--- src/rtl/reg_byte_serializer.sv ---
// Serializes a 1/2/4-byte register value MSB-first onto a valid/ready byte link.
// Back-to-back words are accepted on the last-byte handshake, so the stream has no bubble.
module reg_byte_serializer #(
  parameter int WORD_W = 32,
  parameter int BYTE_W = 8
) (
  input  logic              Clock,
  input  logic              Reset,
  input  logic [WORD_W-1:0] I,
  input  logic              Load,
  input  logic [1:0]        Size,
  output logic              InReady,
  input  logic              Flush,
  output logic [BYTE_W-1:0] ByteOut,
  output logic              OutValid,
  input  logic              OutReady,
  output logic              Last,
  output logic [2:0]        Remaining
);

  typedef enum logic {
    IDLE = 1'b0,
    SEND = 1'b1
  } state_t;

  state_t            state_q, state_d;
  logic [WORD_W-1:0] sr_q, sr_d;
  logic [2:0]        cnt_q, cnt_d;
  logic              ready_q, ready_d;
  logic              byte_hs;
  logic              word_acc;

  // Left-align the selected bytes so the first one to send sits in the top byte.
  function automatic logic [WORD_W-1:0] align_word(input logic [WORD_W-1:0] w,
                                                   input logic [1:0]        sz);
    case (sz)
      2'b00:   return {w[7:0], 24'h000000};
      2'b01:   return {w[15:0], 16'h0000};
      default: return w;
    endcase
  endfunction

  function automatic logic [2:0] size_bytes(input logic [1:0] sz);
    case (sz)
      2'b00:   return 3'd1;
      2'b01:   return 3'd2;
      default: return 3'd4;
    endcase
  endfunction

  assign ByteOut   = sr_q[WORD_W-1 -: BYTE_W];
  assign OutValid  = (state_q == SEND);
  assign Remaining = cnt_q;
  assign Last      = OutValid & (cnt_q == 3'd1);
  // ready_q keeps InReady low until one clean edge has passed after reset.
  assign InReady   = ready_q & ((state_q == IDLE) | (OutValid & OutReady & Last));
  assign byte_hs   = OutValid & OutReady;
  assign word_acc  = Load & InReady;

  always_comb begin
    state_d = state_q;
    sr_d    = sr_q;
    cnt_d   = cnt_q;
    ready_d = 1'b1;
    if (Flush) begin
      state_d = IDLE;
      sr_d    = '0;
      cnt_d   = 3'd0;
    end else begin
      if (byte_hs) begin
        sr_d  = sr_q << BYTE_W;
        cnt_d = cnt_q - 3'd1;
        if (Last) state_d = IDLE;
      end
      // A word accepted on the final handshake overrides the shift above.
      if (word_acc) begin
        sr_d    = align_word(I, Size);
        cnt_d   = size_bytes(Size);
        state_d = SEND;
      end
    end
  end

  always_ff @(posedge Clock) begin
    if (Reset) begin
      state_q <= IDLE;
      sr_q    <= '0;
      cnt_q   <= 3'd0;
      ready_q <= 1'b0;
    end else begin
      state_q <= state_d;
      sr_q    <= sr_d;
      cnt_q   <= cnt_d;
      ready_q <= ready_d;
    end
  end

endmodule

--- config.mk ---
export PLATFORM = sky130hd
export DESIGN_NAME = reg_byte_serializer
export DESIGN_NICKNAME = d
export VERILOG_FILES = /design/src/rtl/reg_byte_serializer.sv
export SDC_FILE = /design/constraint.sdc
export NUM_CORES = 1
export LEC_CHECK = 0
export CAP_MARGIN = 25
export CELL_PAD_IN_SITES_DETAIL_PLACEMENT = 0
export CELL_PAD_IN_SITES_GLOBAL_PLACEMENT = 1
export CORE_MARGIN = 5
export CORE_UTILIZATION = 25
export DETAILED_ROUTE_END_ITERATION = 10
export GPL_ROUTABILITY_DRIVEN = 0
export HOLD_SLACK_MARGIN = 0.15
export PLACE_DENSITY_LB_ADDON = 0.1
export SLEW_MARGIN = 20
export SYNTH_ARGS = -nofsm -noshare
export SYNTH_HDL_FRONTEND = slang
export SYNTH_SLANG_ARGS = --single-unit
--- constraint.sdc ---
create_clock -name Clock -period 4.3 [get_ports Clock]
set_input_delay 0.43 -clock Clock [delete_from_list [all_inputs] [get_ports Clock]]
set_output_delay 0.43 -clock Clock [all_outputs]
set_load 0.05 [all_outputs]
## Word-level counts from Yosys, hierarchy flattened

Index checks and enable logic that the tools add are counted.

| operators by class | value |
|---|---|
| add/sub/neg operators | 1 |
| equal/unequal tests | 2 |
| mux-type cells | 10 |
| bitwise logic cells | 7 |
| reductions and logical operators | 5 |

Operator list:

| kind | number |
|---|---|
| 32-bit 2-to-1 mux | 2 |
| 32-bit case mux with 2 select lines | 1 |
| 3-bit 2-to-1 mux | 2 |
| 3-bit case mux with 2 select lines | 1 |
| 1-bit AND | 5 |
| 1-bit 2-to-1 mux | 4 |
| 2-bit nonzero test | 2 |
| 3-bit by 1-bit equality test with 1-bit output (second input constant) | 1 |
| 3-bit by 1-bit subtractor with 3-bit output (second input constant) | 1 |
| 2-bit by 1-bit equality test with 1-bit output (second input constant) | 1 |
| 2-bit logical NOT | 1 |
| 2-bit AND reduction | 1 |
| 2-bit OR reduction | 1 |
| 1-bit inverter | 1 |
| 1-bit bitwise OR | 1 |

| storage, ports and cells | value |
|---|---|
| output and inout bits | 14 |
| bits of input ports | 39 |
| register bits after elaboration | 37 |
| word-level logic and storage cells | 29 |

## Longest topological paths before layout

| depth | value |
|---|---|
| depth after elaboration | 8 |
| depth in mapped cells | 6 |
| gate-level depth less buffers | 5 |

## Least setup slack after synthesis

OpenSTA, ideal clock, no wires.

| path | value |
|---|---|
| path type | register to output |
| start | register state_q, in the netlist OutValid |
| end | output port Last |
| path buffers | 2 |
| data arrival time | 1.660 ns |
| cell stages (with the launch flop) | 4 |
| data required time | 3.870 ns |
| slack | 2.210 ns |
| cell sequence | dfxtp_1 > buf_2 > buf_2 > and3b_1 |

| between the ends | value |
|---|---|
| word-level cells in the longest chain between the ends | 1 |

Ends and longest elaborated chain:

| element | RTL line | source |
|---|---|---|
| from (decl) | 26 | `state_t state_q, state_d;` |
| from (signal assigned) | 91 | `state_q <= state_d;` |
| 1-bit AND | 54 | `assign Last = OutValid & (cnt_q == 3'd1);` |
| to (decl) | 17 | `output logic Last,` |

No other way between the ends.

## Worst setup path after layout

Ends and elaborated chain as after synthesis.

==> metrics <==
Cell Area, Synth=about 2400 um^2; Hold Path Depth=2; final setup TNS=0 ns; PwrDens=around 260 nW/um^2; YS warnings=0; sequential power share=a little under half; Crit. End Element=primary output; Leakage Power=approximately 1.1 nW; area grow syn2layout=25.30%; internal power=546.9 uW; critical path peak fanout=60; Die X=107.8 um; CTS tree=done; die height=~110 um; Final min period=approximately 2.6 ns; Root Buffer=clkbuf_8; hpwl dp=between 4000 and 5000 um; IO Port Bufs=52; die area=about 12000 um^2; Worst-path clk slew=about 0.08 ns; Syn Area/Cell=8.610 um^2; startpoint types=flip-flop; Net Sw Power=about 220 uW; cell count after synthesis=278; maximum clock path buffer count=2; Net Sw Frac=between 20% and 30%; CORE AREA=9284 um^2; first-pass GRT wire length=~11000 um; Hold/Removal Path Class=reg2reg; diode count=0; Starting Density=around 26%; top post-synthesis cells by count=dfxtp_1, mux2i_1, nand3_1, nand2_1, a21oi_1; Critical Path AT=2.15 ns; largest net degree at the start of global routing=about 60; asr flop ratio synth=0%; period utilization=between 60% and 70%; vias per cell=~4.7; total CTS buffers=5; WS Path Type=reg2out; hold_ws=between 0.4 and 0.5 ns; EDFF count, synth=0; CP required=between 3 and 4 ns; Setup Viol. Count Final=0; fin area=around 3000 um^2; Iteration-0 DRC Markers=98; Post-Place Cell Area=~3000 um^2; grt total ovfl=0; post-CTS setup buffers=0; Total GRT Usage=a little under an eighth; vias=2052; Logic pwr share=20.2%; antenna-violating nets left=0; Avg WL per Cell=~16 um; sequential share of the synthesized area=a little under a third; status=completed; router iterations before antenna repair=7; clock group share of total power=between 30% and 40%; worst reg2reg path depth=6; I/O pin cnt=53; CTS resizes=0; fin. max-slew vios=0; share of the synthesized area in the top cell type=between 30% and 40%; cell with the most instances after synthesis=dfxtp_1; Area contributors post-synth=dfxtp_1, mux2i_1, nand3_1; Layout Nets=roughly 350; actual slew at the worst max-slew pin=a little under 0.9 ns; initial antenna violation count=0; Row Count=35; Routed WL=slightly below 7000 um; share of cells above drive strength 1=approximately an eighth; Netlist cell types=33; worst skew pair latency=just under 0.3 ns; Final Hold Fails=0; skew final=between 0.01 and 0.015 ns; Worst IR Drop VDD=112.1 uV; #FFs+latches synth=37; main flop type after synthesis=dfxtp_1; Max-Cap Viols=0; post-synthesis net count=approximately 320; DRC violations left=0; vias in the first global route=between 1.5k and 2k; fmax=~390 MHz; CTS sink count=37; RSZ-0062 raised after global routing=no; CTS H-tree depth=2; area leader, netlist=dfxtp_1; CTS Hold Buffers Added=0; final core occ=between 30% and 40%; Rel. slew slack=40.78%
-- worst max-delay path, stage by stage, from the launching register on --
cell             delay, ns
dfxtp_2               0.32
buf_4                 0.49
and3b_1               0.25
clkdlybuf4s50_1       0.80
-- path summary, 6_finish.rpt --
check,from,end,slack [ns]
max,OutValid$_SDFFE_PP0P_,Last,1.72
min reg2reg,sr_q[4]$_SDFFE_PP0P_,sr_q[4]$_SDFFE_PP0P_,0.46
max reg2reg,Remaining[1]$_SDFFE_PP0P_,sr_q[18]$_SDFFE_PP0P_,2.29
min,sr_q[4]$_SDFFE_PP0P_,sr_q[4]$_SDFFE_PP0P_,0.46
-- routing by layer --
layer	global-route usage, %	share of wire [%]	vias up
met5	0	0	-
met1	18.35	54	960
met4	2.435	0.74	0
li1	-	-	1037
met3	2.460	4.8	4
met2	17.01	40	51
-- state kept, by name, indices dropped and copies added (netlist names) --
signal and flops:
ready_q 1, sr_q 32, OutValid 1, Remaining 3
-- per-stage QoR --
stage               power, mW  worst slack [ns]  instances
floorplan              0.4536             2.210        278
global placement       0.5183             1.770        428
detailed placement     0.5176             1.757        428
CTS                    0.7780             1.690        435
global route           0.8048             1.611        435
finish                 0.7665             1.715        435
-- cells by family after synthesis --
| group | synth area share, % |
|---|---|
| DFF | 30.95 |
| muxes | 17.98 |
| buffers and inverters | 8.782 |
| AOI/OAI and AO/OA | 21.17 |
| adders and majority gates | 1.045 |
| and+or+nand+nor | 19.34 |
| xor gates and xnor gates | 0.7320 |
-- placed cells by master (no fill, tap or decap), types with 2 or more instances in the layout --
cell type        instances
o21ai_0                 16
ha_1                     2
mux2i_1                 25
a21boi_0                16
nand2b_1                 8
and3_1                  16
clkdlybuf4s50_1         51
a21bo_2                  8
nand3_1                 25
nand2_1                 19
nand3b_1                 9
mux2_2                  11
clkbuf_8                 6
a211oi_1                 4
dfxtp_1                 36
mux2_1                   5
o211ai_1                 8
inv_1                    3
a21oi_1                 18
buf_4                    5
-- area by class of cell --
class	instances	area, um^2
repair buffers	57	553.0
inverters	3	11.26
multi-input cells	202	1445
fillers	1023	6285
flip-flops and latches	37	742.0
well taps	129	161.4
clock buffers	7	86.33
-- power by group through the flow --
stage,logic (mW),clock network (mW),registers [mW]
final,0.155,0.258,0.353
after floorplan,0.0885,0,0.365
after CTS,0.156,0.268,0.354
after global placement,0.157,0,0.362
after detailed placement,0.156,0,0.362
after global routing,0.167,0.284,0.354
(Power assumes the default switching activity.)
